--- src/rtl/pwm_compare_amisha_pkg.sv ---
// Shared definitions for the PWM compare block: FSM state encoding and
// the compare-range helpers used by the top level.
package pwm_pkg_amisha;

  // Handshake FSM: IDLE accepts a new compare value, PEND holds it until
  // the next counter period boundary.
  typedef enum logic [0:0] {
    IDLE = 1'b0,
    PEND = 1'b1
  } pwm_state_e;

  // Default counter width and the matching full-scale compare value.
  localparam int N_DEFAULT = 8;
  localparam int CMP_MAX   = 2 ** N_DEFAULT;

  // Full-scale compare value (2^n) for an n-bit counter.
  function automatic int cmp_max_f(input int n);
    return 32'sd1 <<< n;
  endfunction

endpackage

--- src/rtl/pwm_compare_amisha_deadtime.sv ---
// Dead-time generator: turns the registered PWM into a complementary pair
// with DEADTIME_amisha cycles where both outputs are low after every edge.
// Instantiated only when PWM_COMPL_EN is defined.
module deadtime_gen_amisha #(
  parameter int DEADTIME_amisha = 2
) (
  input  logic clk_amisha,
  input  logic reset_n_amisha,
  input  logic pwm_raw_amisha,
  output logic pwm_amisha,
  output logic pwm_n_amisha
);

  localparam logic [3:0] DT_L = 4'(DEADTIME_amisha);

  logic       pwm_prev_r;
  logic [3:0] dt_cnt_r;
  logic       pwm_r;
  logic       pwm_n_r;

  logic [3:0] dt_cnt_next_s;
  logic       pwm_next_s;
  logic       pwm_n_next_s;

  // Next-state logic: a raw edge (even inside dead time) reloads the counter
  // and forces both outputs low; outputs follow only once the counter is 0.
  always_comb begin
    dt_cnt_next_s = dt_cnt_r;
    pwm_next_s    = 1'b0;
    pwm_n_next_s  = 1'b0;
    if (pwm_raw_amisha != pwm_prev_r) begin
      if (DT_L == 4'd0) begin
        dt_cnt_next_s = 4'd0;
        pwm_next_s    = pwm_raw_amisha;
        pwm_n_next_s  = ~pwm_raw_amisha;
      end else begin
        dt_cnt_next_s = DT_L - 4'd1;
        pwm_next_s    = 1'b0;
        pwm_n_next_s  = 1'b0;
      end
    end else if (dt_cnt_r != 4'd0) begin
      dt_cnt_next_s = dt_cnt_r - 4'd1;
      pwm_next_s    = 1'b0;
      pwm_n_next_s  = 1'b0;
    end else begin
      dt_cnt_next_s = 4'd0;
      pwm_next_s    = pwm_raw_amisha;
      pwm_n_next_s  = ~pwm_raw_amisha;
    end
  end

  // Dead-time state and registered complementary outputs.
  always_ff @(posedge clk_amisha) begin
    if (!reset_n_amisha) begin
      pwm_prev_r <= 1'b0;
      dt_cnt_r   <= 4'd0;
      pwm_r      <= 1'b0;
      pwm_n_r    <= 1'b0;
    end else begin
      pwm_prev_r <= pwm_raw_amisha;
      dt_cnt_r   <= dt_cnt_next_s;
      pwm_r      <= pwm_next_s;
      pwm_n_r    <= pwm_n_next_s;
    end
  end

  assign pwm_amisha   = pwm_r;
  assign pwm_n_amisha = pwm_n_r;

endmodule

--- src/rtl/pwm_compare_amisha.sv ---
// PWM compare stage fed by the universal binary counter. A double-buffered
// compare register (shadow loaded over valid/ready, active swapped only on a
// counter period boundary) drives a registered PWM and a period-boundary pulse.
// Optional feature macro: PWM_COMPL_EN adds pwm_n_amisha with dead time.
module pwm_compare_amisha
  import pwm_pkg_amisha::*;
#(
  parameter int N_amisha        = 8,
  parameter int DEADTIME_amisha = 2
) (
  input  logic                clk_amisha,
  input  logic                reset_n_amisha,
  input  logic [N_amisha-1:0] q_amisha,
  input  logic                max_tick_amisha,
  input  logic                min_tick_amisha,
  input  logic                cnt_en_amisha,
  input  logic                cnt_up_amisha,
  input  logic                cnt_clr_amisha,
  input  logic                cmp_valid_amisha,
  input  logic [N_amisha:0]   cmp_data_amisha,
  output logic                cmp_ready_amisha,
  output logic                pwm_amisha,
`ifdef PWM_COMPL_EN
  output logic                pwm_n_amisha,
`endif
  output logic                period_tick_amisha
);

  localparam logic [N_amisha:0] CMP_MAX_L = (N_amisha + 1)'(cmp_max_f(N_amisha));

  // Values above full scale behave exactly like full scale, so store 2^N.
  function automatic logic [N_amisha:0] clamp_cmp(input logic [N_amisha:0] d);
    if (d > CMP_MAX_L) begin
      return CMP_MAX_L;
    end else begin
      return d;
    end
  endfunction

  pwm_state_e          state_r;
  pwm_state_e          state_next_s;
  logic [N_amisha:0]   cmp_shadow_r;
  logic [N_amisha:0]   cmp_active_r;
  logic                cmp_ready_r;
  logic                pwm_raw_r;
  logic                period_tick_r;
  logic                boundary_s;
  logic                load_shadow_s;
  logic                swap_s;

  // Period boundary: clear, or the counter wrapping in its current direction.
  always_comb begin
    boundary_s = cnt_clr_amisha
               | (cnt_en_amisha &  cnt_up_amisha & max_tick_amisha)
               | (cnt_en_amisha & ~cnt_up_amisha & min_tick_amisha);
  end

  // Handshake FSM next state: accept in IDLE, apply the pending value on a boundary.
  always_comb begin
    state_next_s  = state_r;
    load_shadow_s = 1'b0;
    swap_s        = 1'b0;
    case (state_r)
      IDLE: begin
        if (cmp_valid_amisha) begin
          load_shadow_s = 1'b1;
          state_next_s  = PEND;
        end else begin
          state_next_s  = IDLE;
        end
      end
      PEND: begin
        if (boundary_s) begin
          swap_s       = 1'b1;
          state_next_s = IDLE;
        end else begin
          state_next_s = PEND;
        end
      end
      default: begin
        state_next_s = IDLE;
      end
    endcase
  end

  // State, compare buffers and registered outputs. The comparison uses the
  // old active value on the swap cycle, so the new value starts the next period.
  always_ff @(posedge clk_amisha) begin
    if (!reset_n_amisha) begin
      state_r       <= IDLE;
      cmp_shadow_r  <= '0;
      cmp_active_r  <= '0;
      cmp_ready_r   <= 1'b1;
      pwm_raw_r     <= 1'b0;
      period_tick_r <= 1'b0;
    end else begin
      state_r     <= state_next_s;
      cmp_ready_r <= (state_next_s == IDLE);
      if (load_shadow_s) begin
        cmp_shadow_r <= clamp_cmp(cmp_data_amisha);
      end else begin
        cmp_shadow_r <= cmp_shadow_r;
      end
      if (swap_s) begin
        cmp_active_r <= cmp_shadow_r;
      end else begin
        cmp_active_r <= cmp_active_r;
      end
      pwm_raw_r     <= ({1'b0, q_amisha} < cmp_active_r);
      period_tick_r <= boundary_s;
    end
  end

  assign cmp_ready_amisha   = cmp_ready_r;
  assign period_tick_amisha = period_tick_r;

`ifdef PWM_COMPL_EN
  deadtime_gen_amisha #(
    .DEADTIME_amisha (DEADTIME_amisha)
  ) u_deadtime (
    .clk_amisha     (clk_amisha),
    .reset_n_amisha (reset_n_amisha),
    .pwm_raw_amisha (pwm_raw_r),
    .pwm_amisha     (pwm_amisha),
    .pwm_n_amisha   (pwm_n_amisha)
  );
`else
  localparam int unused_deadtime_s = DEADTIME_amisha;
  assign pwm_amisha = pwm_raw_r;
`endif

endmodule

--- config.mk ---
export PLATFORM = sky130hd
export DESIGN_NAME = pwm_compare_amisha
export DESIGN_NICKNAME = d
export VERILOG_FILES = /design/src/rtl/pwm_compare_amisha_pkg.sv /design/src/rtl/pwm_compare_amisha_deadtime.sv /design/src/rtl/pwm_compare_amisha.sv
export SDC_FILE = /design/constraint.sdc
export NUM_CORES = 1
export LEC_CHECK = 0
export BUFFER_PORTS_ARGS = -buffer_cell sky130_fd_sc_hd__buf_2
export CORE_ASPECT_RATIO = 1.1
export CORE_MARGIN = 10
export CORE_UTILIZATION = 29
export CTS_BUF_LIST = sky130_fd_sc_hd__clkbuf_4
export CTS_CLUSTER_SIZE = 24
export DETAILED_ROUTE_END_ITERATION = 12
export PLACE_DENSITY = 0.54
export SYNTH_ARGS = -nofsm -noshare
export SYNTH_HDL_FRONTEND = slang
export SYNTH_HIERARCHICAL = 1
export SYNTH_SLANG_ARGS = --single-unit
--- constraint.sdc ---
create_clock -name clk_amisha -period 1.34 [get_ports clk_amisha]
set_input_delay 0.134 -clock clk_amisha [delete_from_list [all_inputs] [get_ports clk_amisha]]
set_output_delay 0.134 -clock clk_amisha [all_outputs]
set_load 0.01 [all_outputs]
# Yosys cells after proc, flatten, opt, wreduce, memory -nomap -nowiden
# Index checks and enable logic that the tools add are counted.
[word_totals]
ff_bits = 22
inputBits = 25
[classes]
mux = 7
bitwise_logic = 9
magnitude_cmp = 2
[ops]
columns = ["op", "count"]
rows = [
  ["greater-than comparator 9 bit, second input constant", 1],
  ["< comparator 8 x 9 -> 1 bit", 1],
  ["two-way mux 9 bit", 1],
  ["two-way mux 1 bit", 5],
  ["AND 1 bit", 4],
  ["inverter 1 bit", 3],
  ["OR 1 bit", 2],
  ["case mux 1 bit (2 select lines)", 1],
]

# Logic depth before layout (Yosys ltp)
[depth]
depth_word = 7
mapped_depth = 5

# Worst setup path after synthesis
# OpenSTA, ideal clock, no wires.
[synth_timing]
kind = "register -> register"
start = "reg cmp_active_r[4]"
end = "reg pwm_raw_r (netlist: pwm_amisha)"
path_stages_with_launch = 6
setup_time_ps = 58
path_slack_ps = 149
t_arrival_ps = 1132
path_buffers = 0
cell_sequence = "dfxtp_1 > inv_1 > ha_1 > a211oi_1 > o21a_1 > o221a_2"
[synth_between]
elab_chain_cells = 1
[synth_lines]
columns = ["item", "line_no", "text"]
rows = [
  ["from (decl)", "pwm_compare_amisha.sv:43", "logic [N_amisha:0] cmp_active_r;"],
  ["from (signal assigned)", "pwm_compare_amisha.sv:105", "cmp_active_r <= cmp_shadow_r;"],
  ["from (signal assigned)", "pwm_compare_amisha.sv:107", "cmp_active_r <= cmp_active_r;"],
  ["< comparator 8 x 9 -> 1 bit", "pwm_compare_amisha.sv:109", "pwm_raw_r <= ({1'b0, q_amisha} < cmp_active_r);"],
  ["to (signal assigned)", "pwm_compare_amisha.sv:109", ""],
  ["to (decl)", "pwm_compare_amisha.sv:45", "logic pwm_raw_r;"],
]
# No other way between the ends.
# A chain may end at the register's enable or synchronous reset.

# Final worst setup path
# Ends and elaborated chain as after synthesis.

==> metrics.csv <==
stage,metric,value,unit
floorplanning,dieHeight,83.10,um
floorplanning,io_pins,28,
layout,finalNetCount,178,
placement,dp_cells,189,
floorplanning,core_area,3413,sq um
synth,synth-seq-cells,22,
worst_setup_path,cp_slowest_cell,dfxtp_2,
clock_network,cts_setup_buffers,0,
hold_path,min_path_type,input pin to register,
synth,synth_area_leaders,"dfxtp_1, nand2_1, mux2i_1",
sta,rsz0062_at_grt,false,
floorplanning,initial_core_util,0.3076,
global_route,grt_pass1_vias,847,
synth,postSynthCellCount,117,
placement,gp_congestion,0.7031,
placement,dp_hpwl,1.760,mm
clock_network,htree_levels,1,
synth,ys_types,24,
worst_setup_path,r2r_setup_slack,0.07,ns
route,post_drt_wl_per_cell,11.23,um
clock_network,cts_made_buffers,3,
worst_setup_path,path_cells,inv_1 -> ha_1 -> a211oi_2 -> o21a_1 -> o221a_2,
layout,instances_no_fill,193,
floorplanning,die_area,6429,sq um
clock_network,cts.clk_slew.worst_paths,0.12,ns
synth,synth_commonest_cells,"nand2_1, dfxtp_1, mux2i_1",
synth,synth_flop_cell,dfxtp_1,
route,route.detailed.drc,0,
layout,layout-drive-gt1-share,0.2759,
sta,fin_crit_sh,0.9468,
global_route,antenna_found_initial,0,
sta,clock_skew,0.008825,ns
synth,synth_area_leader_cell,dfxtp_1,
synth,yosys_warnings,6,
global_route,grt-ovfl-total,0,
route,vias,835,
clock_network,clock_path_buffers,2,
floorplanning,rows,22,
worst_setup_path,critPathMaxFanout,2,
layout,num_antenna_cells,0,
synth,synth_area,1050,sq um
clock_network,root_buffer,clkbuf_4,
synth,syn_nets,149,
placement,port_buffers,27,
sta,hold_viol_final,0,
worst_setup_path,end_kind,register,
route,dr.pass1.iters,3,
layout,syn_to_final_growth,23.36,%
synth,async_flop_share,0,
pwr,leakage,0.5112,nW
sta,slew_viol_final,0,
clock_network,clock_latency,0.31,ns
route,route.antenna.remaining_nets,0,
route,routed_via_density,4.326,
sta,fin_crit,1.269,ns
synth,yosysTopAreaCellShare,0.4195,
worst_setup_path,crit_required,1.61,ns
route,drtIter0Drc,14,
pwr,worst_ir_drop_vdd,491.0,uV
worst_setup_path,worst_path_largest_cell_delay,0.35,ns
sta,setup_tns,0,ns
placement,place_area,1234,sq um
sta,hold_ws,0.03955,ns
floorplanning,die_x,77.37,um
worst_setup_path,cp.arrival,1.54,ns
route,drt-total-wl,2.168,mm
pwr,p_per_area,1058,nW/um^2
synth,synth_most_common_cell,nand2_1,
clock_network,clock_sinks,22,
sta,setup_viol,0,
sta,fmax,788.2,MHz
global_route,grt_use_total,0.06687,
synth,synth_edf_count,0,
status,outcome,"finished, final reports clean",
worst_setup_path,worst-setup-path-type,register to register,
sta,tightestPinTransition,0.3328,ns
clock_network,cts_tree,done,
layout,stdcell_area,1295,sq um
worst_setup_path,startpoint_type,register,
synth,avgSynthCellArea,8.972,sq um
global_route,grt_pass1_wl,3.684,mm
sta,slew_headroom,0.7781,
global_route,grt_start_max_net_pins,30,
synth,synth.yosys.seq_area_share,0.4195,
run,maxCapViolations,0,
-- report_power, final --
| group | switching, mW | internal (mW) |
|---|---|---|
| Sequential | 0.0124 | 0.679 |
| Clock | 0.201 | 0.302 |
| Combinational | 0.0851 | 0.0903 |
| Total | 0.298 | 1.07 |
-- cell type report --
class                           count  area (sq um)
Fill cell                         382          2118
Multi-Input combinational cell     82         554.3
Sequential cell                    22         444.2
Timing Repair Buffer               30         157.7
Tap cell                           48         60.06
Clock inverter                      1         30.03
Inverter                            7         26.28
Clock buffer                        3         22.52
-- routing by layer --
metal,up-vias,GRT usage,wire length [um]
li1,447,-,-
met1,363,0.07926,1056
met2,23,0.1014,904
met3,2,0.04203,196
met4,0,0.009901,10
met5,-,0,0
-- logic make-up (layout without fill, tap and decap cells) --
group	count (synthesis)	count (layout)	synth area share
DFF	22	22	0.4195
muxes	10	10	0.09536
and+or+nand+nor	45	45	0.2098
buffers and inverters	13	41	0.05721
adders and majority gates	7	7	0.08343
AOI/OAI and AO/OA	20	20	0.1347
-- final timing paths --
kind	startpoint	endpoint	cells past startpoint
worst max-delay path	cmp_active_r[4]	pwm_amisha	5
worst min-delay path	cnt_clr_amisha	period_tick_amisha	2
worst max register to register	cmp_active_r[4]	pwm_amisha	5
worst min register to register	cmp_shadow_r[7]	cmp_active_r[7]	2
-- critical path, delay by kind of cell, from the launching register on --
kind	cells	cell delay [ns]
adder cells (fa/ha/maj)	1	0.29
flip-flops	1	0.35
AO/OA/AOI/OAI	3	0.54
buffers and inverters	1	0.04
-- registers in the layout (all words and copies together), names as in the netlist --
signal / count
state_r: 1
cmp_active_r: 9
pwm_amisha: 1
period_tick_amisha: 1
cmp_shadow_r: 9
cmp_ready_amisha: 1
-- through the flow --
step,power (mW),setup WS [ns],util
floorplan,0.8149,0.1492,-
global placement,0.8754,0.08654,0.3614
detailed placement,0.8834,0.04540,0.3614
CTS,1.392,0.01521,0.3768
global route,1.439,0.002234,0.3794
finish,1.370,0.07132,0.3794
-- layout by cell type, fill, tap and decap left out, drive strengths merged, types with 3 or more instances in the layout --
cell type,count
a21boi,9
nand3b,8
inv,7
clkbuf,3
ha,7
o21a,3
dfxtp,22
mux2i,10
buf,30
o21ai,4
nand2,30
-- repair_timing --
action / 4_1_cts / 5_1_grt
endpoints found under the setup margin: 0 / 1
gates resized for setup: 0 / 4
hold buffers: 0 / 0
Power figures use the tool's default switching activity.
